--- config.mk ---
export PLATFORM = sky130hd
export DESIGN_NAME = mode_ctrl_cgrundey
export DESIGN_NICKNAME = d
export VERILOG_FILES = /design/src/rtl/mode_ctrl_cgrundey_pkg.sv /design/src/rtl/mode_ctrl_cgrundey_debounce.sv /design/src/rtl/mode_ctrl_cgrundey.sv
export SDC_FILE = /design/constraint.sdc
export NUM_CORES = 1
export LEC_CHECK = 0
export ABC_AREA = 1
export CORE_MARGIN = 2
export CORE_UTILIZATION = 31
export DETAILED_ROUTE_END_ITERATION = 8
export GPL_TIMING_DRIVEN = 1
export SYNTH_ARGS = -nofsm -noshare
export SYNTH_HDL_FRONTEND = slang
export SYNTH_HIERARCHICAL = 1
export SYNTH_SLANG_ARGS = --single-unit
export TNS_END_PERCENT = 1
--- constraint.sdc ---
create_clock -name clk -period 1.6 [get_ports clk]
set_clock_uncertainty 0.1 [all_clocks]
set_input_delay 0.32 -clock clk [delete_from_list [all_inputs] [get_ports clk]]
set_output_delay 0.32 -clock clk [all_outputs]
set_load 0.05 [all_outputs]
--- src/rtl/mode_ctrl_cgrundey_pkg.sv ---
`default_nettype none
// ============================================================================
// Module   : mode_ctrl_cgrundey_pkg
// Brief    : Shared definitions for the display-mode path: sequencer state
//            encodings and the binary/BCD mode values that the symbol driver
//            and converter also use.
// Revision : 1.0 - initial release
// ============================================================================
package mode_ctrl_cgrundey_pkg;

  // Sequencer states
  typedef enum logic [1:0] {
    ST_IDLE  = 2'd0,
    ST_CONV  = 2'd1,
    ST_BLINK = 2'd2
  } mode_state_e;

  // Display mode values carried on select
  localparam logic MODE_BIN = 1'b0;
  localparam logic MODE_BCD = 1'b1;

  // Flip between binary and BCD display
  function automatic logic next_mode(input logic cur);
    return (cur == MODE_BIN) ? MODE_BCD : MODE_BIN;
  endfunction

endpackage : mode_ctrl_cgrundey_pkg
`default_nettype wire

--- src/rtl/mode_ctrl_cgrundey_debounce.sv ---
`default_nettype none
// ============================================================================
// Module   : debounce_cgrundey
// Brief    : Two-flop synchroniser, stable-level debounce counter and a
//            one-cycle pulse on each debounced press (1->0) of an active-low
//            push-button.
// Revision : 1.0 - initial release
// ============================================================================
module debounce_cgrundey #(
  parameter int DEBOUNCE_CYCLES = 500000
) (
  input  logic clk,
  input  logic reset_n,
  input  logic key_n,
  output logic press
);

  localparam int CNT_W = $clog2(DEBOUNCE_CYCLES + 1);
  localparam logic [CNT_W-1:0] CNT_LAST = CNT_W'(DEBOUNCE_CYCLES - 1);

  logic             sync1_q, sync1_d;
  logic             sync2_q, sync2_d;
  logic             deb_q, deb_d;
  logic             deb_dly_q, deb_dly_d;
  logic [CNT_W-1:0] cnt_q, cnt_d;

  // Synchronise the key and let the debounced level follow only after a
  // full run of consecutive differing samples; any agreement restarts it.
  always_comb begin
    sync1_d   = key_n;
    sync2_d   = sync1_q;
    deb_d     = deb_q;
    deb_dly_d = deb_q;
    cnt_d     = cnt_q;
    if (sync2_q != deb_q) begin
      if (cnt_q == CNT_LAST) begin
        deb_d = sync2_q;
        cnt_d = '0;
      end else begin
        cnt_d = cnt_q + CNT_W'(1);
      end
    end else begin
      cnt_d = '0;
    end
  end

  // State registers; the key idles released (high) out of reset
  always_ff @(posedge clk or negedge reset_n) begin
    if (!reset_n) begin
      sync1_q   <= 1'b1;
      sync2_q   <= 1'b1;
      deb_q     <= 1'b1;
      deb_dly_q <= 1'b1;
      cnt_q     <= '0;
    end else begin
      sync1_q   <= sync1_d;
      sync2_q   <= sync2_d;
      deb_q     <= deb_d;
      deb_dly_q <= deb_dly_d;
      cnt_q     <= cnt_d;
    end
  end

  // Press is the registered falling edge of the debounced level
  assign press = deb_dly_q & ~deb_q;

endmodule : debounce_cgrundey
`default_nettype wire

--- src/rtl/mode_ctrl_cgrundey.sv ---
`default_nettype none
// ============================================================================
// Module   : mode_ctrl_cgrundey
// Brief    : Display-mode sequencer. A debounced press toggles binary/BCD
//            mode, fires one converter request, waits for completion (with
//            timeout) and then blinks the mode symbol digit.
// Revision : 1.0 - initial release
// ============================================================================
module mode_ctrl_cgrundey
  import mode_ctrl_cgrundey_pkg::*;
#(
  parameter int DEBOUNCE_CYCLES = 500000,
  parameter int BLINK_CYCLES    = 12500000,
  parameter int BLINK_COUNT     = 3,
  parameter int CONV_TIMEOUT    = 1024
) (
  input  logic clk,
  input  logic reset_n,
  input  logic key_n,
  input  logic conv_done,
  output logic select,
  output logic conv_start,
  output logic symbol_blank,
  output logic busy,
  output logic conv_err
);

  localparam int TMO_W = $clog2(CONV_TIMEOUT + 1);
  localparam int CYC_W = $clog2(BLINK_CYCLES + 1);
  localparam int PH_W  = $clog2(2 * BLINK_COUNT + 1);

  localparam logic [TMO_W-1:0] TMO_LAST = TMO_W'(CONV_TIMEOUT - 1);
  localparam logic [CYC_W-1:0] CYC_LAST = CYC_W'(BLINK_CYCLES - 1);
  localparam logic [PH_W-1:0]  PH_LAST  = PH_W'(2 * BLINK_COUNT - 1);

  logic press;

  mode_state_e      state_q, state_d;
  logic             select_q, select_d;
  logic             conv_start_q, conv_start_d;
  logic             blank_q, blank_d;
  logic             err_q, err_d;
  logic [TMO_W-1:0] tmo_q, tmo_d;
  logic [CYC_W-1:0] cyc_q, cyc_d;
  logic [PH_W-1:0]  ph_q, ph_d;

  debounce_cgrundey #(
    .DEBOUNCE_CYCLES(DEBOUNCE_CYCLES)
  ) u_debounce (
    .clk    (clk),
    .reset_n(reset_n),
    .key_n  (key_n),
    .press  (press)
  );

  // Next-state and registered-output logic of the IDLE/CONV/BLINK sequencer
  always_comb begin
    state_d      = state_q;
    select_d     = select_q;
    conv_start_d = 1'b0;
    blank_d      = blank_q;
    err_d        = err_q;
    tmo_d        = tmo_q;
    cyc_d        = cyc_q;
    ph_d         = ph_q;
    unique case (state_q)
      ST_IDLE: begin
        if (press) begin
          select_d     = next_mode(select_q);
          err_d        = 1'b0;
          conv_start_d = 1'b1;
          tmo_d        = '0;
          state_d      = ST_CONV;
        end
      end
      ST_CONV: begin
        // The request cycle itself never counts as completion; done beats
        // a timeout that expires on the same cycle.
        if (conv_done && !conv_start_q) begin
          state_d = ST_BLINK;
          blank_d = 1'b1;
          cyc_d   = '0;
          ph_d    = '0;
        end else if (tmo_q == TMO_LAST) begin
          err_d   = 1'b1;
          state_d = ST_BLINK;
          blank_d = 1'b1;
          cyc_d   = '0;
          ph_d    = '0;
        end else begin
          tmo_d = tmo_q + TMO_W'(1);
        end
      end
      ST_BLINK: begin
        if (cyc_q == CYC_LAST) begin
          cyc_d = '0;
          if (ph_q == PH_LAST) begin
            blank_d = 1'b0;
            state_d = ST_IDLE;
          end else begin
            ph_d    = ph_q + PH_W'(1);
            blank_d = ~blank_q;
          end
        end else begin
          cyc_d = cyc_q + CYC_W'(1);
        end
      end
      default: state_d = ST_IDLE;
    endcase
  end

  // Sequencer registers; reset aborts any sequence and returns to binary
  always_ff @(posedge clk or negedge reset_n) begin
    if (!reset_n) begin
      state_q      <= ST_IDLE;
      select_q     <= MODE_BIN;
      conv_start_q <= 1'b0;
      blank_q      <= 1'b0;
      err_q        <= 1'b0;
      tmo_q        <= '0;
      cyc_q        <= '0;
      ph_q         <= '0;
    end else begin
      state_q      <= state_d;
      select_q     <= select_d;
      conv_start_q <= conv_start_d;
      blank_q      <= blank_d;
      err_q        <= err_d;
      tmo_q        <= tmo_d;
      cyc_q        <= cyc_d;
      ph_q         <= ph_d;
    end
  end

  assign select       = select_q;
  assign conv_start   = conv_start_q;
  assign symbol_blank = blank_q;
  assign conv_err     = err_q;
  assign busy         = (state_q != ST_IDLE);

endmodule : mode_ctrl_cgrundey
`default_nettype wire
==> metrics.md, run 1 <==
| Metric | Value |
|---|---|
| HP Start | `u_debounce/sync1_q` |
| Total track usage | `14.8%` |
| Comb pwr share | `19.9%` |
| Worst setup EP type | `register` |
| Synth Area per Inst | `around 7.3 µm²` |
| Die X | `116 µm` |
| RSZ-0062 raised after global routing | `true` |
| Simple-gate share of the synthesized area | `38.4%` |
| Adder-cell share of the synthesized area | `roughly 1.6%` |
| Initial antenna violation count | `0` |
| Final Util | `39.8%` |
| Top Family by Delay on Critical Path | `simple AND/OR/NAND/NOR gates` |
| Total grt overflow | `0` |
| Clock Power Share | `39.0%` |
| Syn Inst Count | `535` |
| Hold endpoint | `u_debounce/sync2_q` |
| Violated checks | `negative setup slack` |
| CTS tree | `done` |
| IO Port Bufs | `8` |
| Period utilisation layout | `101%` |
| R2r setup slk | `-20 ps` |
| Flops & latches, synth | `67` |
| Io pins | `9` |
| Antenna viol nets, final | `0` |
| Die footprint | `13600 µm²` |
| Leading cell type in the layout, fill and taps excluded | `nand2_1` |
| RR Endpoint | `cyc_q[13]` |
| Commonest non-fill, non-tap cells in the layout | `152 x nand2_1, 76 x nor2_1, 63 x dfrtp_1` |
| Minimum setup slack after placement | `-216 ps` |
| Core area | `12500 µm²` |
| Crit path cell chain | `ha_2 > nand3_4 > nor2_4 > nand3_4 > nand2_4 > inv_4 > nor2_4 > buf_12 > o21ai_1` |
| Max incr delay on CP | `between 300 and 400 ps` |
| Crit-path max FO | `13` |
| Placer congestion estimate | `0.890` |
| Largest family of logic cells by synthesized area | `simple AND/OR/NAND/NOR gates` |
| WL/cell | `11.8 µm` |
| Compound-Gate Fraction of Synth Area | `5.30%` |
| Worst r2r src | `tmo_q[0]` |
| Root buffer cell | `clkbuf_16` |
| Worst Path Buf+Inv | `2` |
| R2R depth | `9` |
| Setup violators final | `13` |
| Sw Pwr | `about 0.0015 W` |
| Slew Limit Fails | `0` |
| Final nets | `599` |
| Area delta synth->final | `26.5%` |
| Filler Cells Inserted | `1250` |
| Row count | `a little over 40` |
| Worst Hold Path Cells | `0` |
| Crit path time final | `1620 ps` |
| WP data required | `roughly 1700 ps` |
| Clock sink total | `67` |
| Total number of vias | `3544` |
| Pwr dens | `1030 nW/µm²` |
| Warnings, synthesis | `6` |
| Starting Density | `31.5%` |
| Post-route setup slack | `-15.7 ps` |
| Part of the power in registers | `41.1%` |
| P_int | `0.00356 W` |
| Metal3 WL | `280 µm` |
| Distinct cell type count after synthesis | `32` |
| Mux share of post-synthesis cell area | `0%` |
| Area share of xor/xnor cells in the synthesized design | `4.88%` |
| Clk Latency, worst-skew pair | `340 ps` |
| Maxcap violations | `0` |
| Post-Route M1 WL | `4140 µm` |
| Switching share of power | `between 30% and 40%` |
| Share of cells above drive strength 1 | `20.0%` |
| Vias in the first global route | `3353` |
| Post-synthesis net count | `544` |
| Number of buffers created by CTS | `9` |
| Least-Margin Pin Slew | `between 300 and 400 ps` |
| Maximum vdd ir drop | `0.435 mV` |
| DR WL met2 | `4450 µm` |
| Setup CP Type | `register to register` |
| Design Area, Final | `4960 µm²` |
| Global-route wire length before repair | `roughly 16000 µm` |
| Area after DPL | `4550 µm²` |
| Arrival time worst endpoint | `~1700 ps` |
| Critical path's slowest cell | `dfrtp_1` |
| Max Freq | `approximately 0.62 GHz` |
| Sequential share of the synthesized area | `between 40% and 50%` |
| Status | `finished with violations` |
| Post-Syn Area | `3920 µm²` |
| Top sig layer | `met4` |
| Largest net degree at the start of global routing | `a little under 50` |
| Final Hold Fails | `0` |
| Postcts setup bufs | `0` |
| # DRC | `0` |
| Longest Clk Path Bufs | `2` |
| Startpoint types | `register` |
| Worst-path clk slew | `60 ps` |
| Relative slew slack | `between 70% and 80%` |
| Pre-Repair DR Iteration Count | `4` |
| Leak | `2.30 nW` |
| First DRT Iteration DRCs | `188` |
| Antenna cells | `0` |
| Via/cell ratio | `4.62` |
| Routed WL | `9060 µm` |
| H-tree Lvls | `3` |
| Hpwl dp | `6710 µm` |
| Worst Hold Class | `register to register` |
| Die Y | `~120 µm` |
-- flip-flops by register name, summed over array words and instances (netlist names) --
name and cells:
tmo_q 11, select 1, ph_q 3, u_debounce/sync2_q 1
symbol_blank 1, state_q 2, conv_start 1, conv_err 1
u_debounce/cnt_q 19, u_debounce/deb_dly_q 1, u_debounce/deb_dly_d 1, cyc_q 24
u_debounce/sync1_q 1
-- layout make-up --
type	count	area, µm²	area share (%)
multi-input cells	402	2080	41.8
repair buffers	49	460	9.28
flip-flops and latches	67	1680	33.9
well taps	172	215	4.34
clock buffers	13	250	5.04
inverters	61	234	4.71
clock inverters	3	46.3	0.933
-- worst reg2reg max path, cell delays in order, from the launching register on --
cell,delay (ps)
dfrtp_1,360
ha_2,220
nand3_4,100
nor2_4,120
nand3_4,100
nand2_4,110
inv_4,40
nor2_4,120
buf_12,150
o21ai_1,70
-- synth_stat cells, drive strengths merged --
library cell / n / area (µm²)
o21a: 1 / 7.51
ha: 5 / 62.6
or2: 1 / 6.26
xor2: 17 / 156
dfrtp: 63 / 1580
xnor2: 4 / 35.0
nor2: 100 / 435
o211ai: 1 / 7.51
a21oi: 5 / 25.0
buf: 5 / 43.8
o31ai: 1 / 7.51
o21ai: 30 / 154
nand3: 48 / 265
dfstp: 4 / 105
nor3b: 3 / 27.5
o22ai: 1 / 6.26
nand2: 165 / 649
nand4: 17 / 106
and2: 1 / 6.26
nor3: 2 / 10.0
inv: 61 / 229
-- per-stage QoR --
step / hold slack (ps) / instances / TNS, ps / power [W]
after detailed placement: 249 / 750 / -6170 / 0.00306
after floorplan: -75.6 / 535 / -15.5 / 0.00264
after global routing: 262 / 767 / -2380 / 0.00539
after global placement: 247 / 750 / -4380 / 0.00301
final: 256 / 767 / -102 / 0.00510
after CTS: 257 / 767 / -268 / 0.00509
-- metal layers --
layer	track usage, %	vias up
li1	-	1805
met4	6.43	0
met1	18.5	1681
met3	3.27	12
met2	24.7	46
met5	0	-
-- power groups by stage --
| stage | Combinational, W | Sequential [W] | Clock (W) |
|---|---|---|---|
| 2_1_floorplan | 0.000551 | 0.00209 | 0 |
| 3_3_place_gp | 0.000905 | 0.00211 | 0 |
| 3_5_place_dp | 0.000944 | 0.00211 | 0 |
| 4_1_cts | 0.000968 | 0.00209 | 0.00204 |
| 5_1_grt | 0.00116 | 0.00212 | 0.00211 |
| 6_report | 0.00102 | 0.00210 | 0.00199 |
-- cell families after synthesis --
group / Yosys count
xor+xnor: 21
simple gates: 337
compound gates: 39
fa+ha+maj: 5
flops: 67
buf+inv: 66
-- how the worst max path moves through the flow --
stage / start / cells after the start / to
floorplan: tmo_q[0] / 10 / cyc_q[0]
global placement: conv_done / 9 / tmo_q[9]
detailed placement: conv_done / 9 / tmo_q[9]
CTS: state_q[0] / 5 / cyc_q[15]
global route: tmo_q[0] / 9 / cyc_q[16]
finish: tmo_q[0] / 9 / cyc_q[13]
-- what timing repair did --
action | 4_1_cts | 5_1_grt
gates resized for setup | 16 | 27
pin swaps | 0 | 9
hold buffers | 1 | 0
setup endpoints to repair | 19 | 50
hold endpoints to repair | 63 | 0
Note: power is estimated with default switching activity, not from simulation.
==> run 2, diff against run 1 <==
- DONT_BUFFER_PORTS: not set -> 1
==> run 2 against run 1 <==
Effect of this change: the flow finishes with violations (negative hold slack, negative setup slack); non-clock buffer count grew 10; core utilization grew 0.36 points; clock power rose by 4%; largest cell class unchanged; critical endpoint unchanged; highest routed layer unchanged; fmax shrank 3.0%; sequential share of layout area is 0.25 points lower; global-route usage rose by 0.32 points.
==> metrics.md, run 2 (synthesis results as in run 1) <==
| Metric | Value |
|---|---|
| Status | `finished with violations (unchanged)` |
| Violated checks | `negative hold slack, negative setup slack (was negative setup slack)` |
| Total grt overflow | `0 (unchanged)` |
| Global-route wire length before repair | `16100 µm (was 15700 µm)` |
| WP data required | `1720 ps (about the same)` |
| # DRC | `0 (unchanged)` |
| R2r setup slk | `-70 ps (was -20 ps)` |
| Total track usage | `15.1% (was 14.8%)` |
| Reg with most FFs | `cyc_q (unchanged)` |
| Maximum vdd ir drop | `0.543 mV (was 0.435 mV)` |
| Arrival time worst endpoint | `1790 ps (was 1740 ps)` |
| Setup violators final | `17 (was 13)` |
| Antenna cells | `0 (unchanged)` |
| Slew Limit Fails | `0 (unchanged)` |
| Crit path time final | `1670 ps (was 1620 ps)` |
| Startpoint types | `register (unchanged)` |
| Biggest regs | `cyc_q x24, u_debounce/cnt_q x19, tmo_q x11 (unchanged)` |
| RR Endpoint | `cyc_q[13] (unchanged)` |
| Pwr dens | `1030 nW/µm² (about the same)` |
| Maxcap violations | `0 (unchanged)` |
| Period utilisation layout | `104% (was 101%)` |
| Largest net degree at the start of global routing | `68 (was 49)` |
| Number of buffers created by CTS | `9 (unchanged)` |
| Pre-Repair DR Iteration Count | `4 (unchanged)` |
| Least-Margin Pin Slew | `507 ps (was 386 ps)` |
| Critical path's slowest cell | `dfrtp_1 (unchanged)` |
| RSZ-0062 raised after global routing | `true (unchanged)` |
| Crit-path max FO | `6 (was 13)` |
| Worst setup EP type | `register (unchanged)` |
| Routed WL | `9470 µm (was 9060 µm)` |
| Crit path cell chain | `ha_2 > nand3_4 > nor2_4 > nand3_4 > nand2_4 > inv_4 > nor2_4 > buf_6 > o21ai_2 (was ha_2 > nand3_4 > nor2_4 > nand3_4 > nand2_4 > inv_4 > nor2_4 > buf_12 > o21ai_1)` |
| CP Launch Point | `tmo_q[0] (unchanged)` |
| Worst r2r src | `tmo_q[0] (unchanged)` |
| Max incr delay on CP | `370 ps (was 360 ps)` |
| Hold Buf Count CTS | `1 (unchanged)` |
| Setup CP Type | `register to register (unchanged)` |
| GR peak layer | `met2 (unchanged)` |
| Die footprint | `13600 µm² (unchanged)` |
| Max reg flops | `24 (unchanged)` |
| Total number of vias | `3542 (was 3544)` |
| Io pins | `9 (unchanged)` |
| Placer congestion estimate | `0.859 (was 0.890)` |
| Die X | `116 µm (unchanged)` |
| Filler Cells Inserted | `1242 (was 1250)` |
| CTS tree | `done (unchanged)` |
| First DRT Iteration DRCs | `183 (was 188)` |
| Final nets | `609 (was 599)` |
| Met1 usage | `18.4% (was 18.5%)` |
| Relative slew slack | `66.2% (was 74.2%)` |
| Max Freq | `0.600 GHz (was 0.619 GHz)` |
| Worst Hold Class | `input pin to asynchronous set/reset pin (was register to register)` |
| Final Hold Fails | `67 (was 0)` |
| Root buffer cell | `clkbuf_16 (unchanged)` |
| Longest Clk Path Bufs | `2 (unchanged)` |
| Clock sink total | `67 (unchanged)` |
| Vias in the first global route | `3538 (was 3353)` |
| Row count | `41 (unchanged)` |
| Starting Density | `31.5% (unchanged)` |
| Leading cell type in the layout, fill and taps excluded | `nand2_1 (unchanged)` |
| Grt met3 use | `2.70% (was 3.27%)` |
| GR Util met2 | `26.4% (was 24.7%)` |
| Final Util | `40.2% (was 39.8%)` |
| Leak | `2.33 nW (was 2.30 nW)` |
| Commonest non-fill, non-tap cells in the layout | `153 x nand2_1, 76 x nor2_1, 61 x dfrtp_1 (was 152 x nand2_1, 76 x nor2_1, 63 x dfrtp_1)` |
| Antenna viol nets, final | `0 (unchanged)` |
| Total negative slack | `-718 ps (was -102 ps)` |
| Hold slack | `-418 ps (was 256 ps)` |
| Worst-path clk slew | `60 ps (about the same)` |
| Initial antenna violation count | `0 (unchanged)` |
| Share of cells above drive strength 1 | `23.5% (was 20.0%)` |
| H-tree Lvls | `3 (unchanged)` |
| R2R depth | `9 (unchanged)` |
| Clk Latency, worst-skew pair | `340 ps (about the same)` |
| WL/cell | `12.2 µm (was 11.8 µm)` |
| Hpwl dp | `6640 µm (was 6710 µm)` |
| IO Port Bufs | `0 (was 8)` |
| Post-route setup slack | `-65.4 ps (was -15.7 ps)` |
| Area delta synth->final | `27.7% (was 26.5%)` |
| Via/cell ratio | `4.56 (was 4.62)` |
| Die Y | `116 µm (unchanged)` |
| Core area | `12500 µm² (unchanged)` |
run 2: how the worst max path moves through the flow:
stage | to | cells past startpoint
after floorplan | cyc_q[0] | 10
after global placement | cyc_q[9] | 9
after detailed placement | cyc_q[13] | 9
after CTS | cyc_q[20] | 9
after global routing | cyc_q[13] | 9
final | cyc_q[13] | 9
run 2: final cells by class:
| class | instances | area, µm² | share of cell area [%] |
|---|---|---|---|
| clock buffers | 11 | 253 | 5.05 |
| flip-flops and latches | 67 | 1680 | 33.6 |
| repair buffers | 59 | 457 | 9.12 |
| clock inverters | 5 | 60.1 | 1.20 |
| multi-input cells | 402 | 2110 | 42.1 |
| inverters | 61 | 231 | 4.62 |
| well taps | 172 | 215 | 4.30 |
run 2: stage by stage:
stage	cells	setup WS (ps)	area (µm²)	hold slack (ps)	power [W]
finish	777	-65.4	5010	-418	0.00517
floorplan	535	-7.94	3930	-75.6	0.00264
CTS	774	-46.0	4870	-432	0.00511
global route	777	-170	5010	-431	0.00546
detailed placement	751	-83.5	4460	-70.7	0.00300
global placement	751	-35.7	4460	-70.4	0.00297
run 2: critical path: cells and delay by family, from the launching register on:
| family | cells | cell delay [ps] |
|---|---|---|
| fa+ha+maj | 1 | 210 |
| flops | 1 | 370 |
| compound gates | 1 | 60 |
| simple gates | 5 | 600 |
| buf+inv | 2 | 220 |
run 2: power by group:
part / total [W] / internal, W / switching, W
logic: 0.000974 / 0.000418 / 0.000556
clock network: 0.00207 / 0.00130 / 0.000774
registers: 0.00213 / 0.00188 / 0.000250
total: 0.00517 / 0.00359 / 0.00158
run 2: timing repair:
action | 4_1_cts | 5_1_grt
hold endpoints to repair | 68 | 67
setup buffers | 6 | 3
setup endpoints to repair | 26 | 49
pin swaps | 6 | 8
gates cloned | 0 | 0
gates resized for setup | 22 | 35
run 2: metal layers:
metal / part of all wire, % / wire length [µm] / up-vias
met2: 50 / 4690 / 53
met5: 0 / 0 / -
met1: 45 / 4290 / 1650
met3: 3.0 / 286 / 13
met4: 2.2 / 204 / 0
li1: - / - / 1826
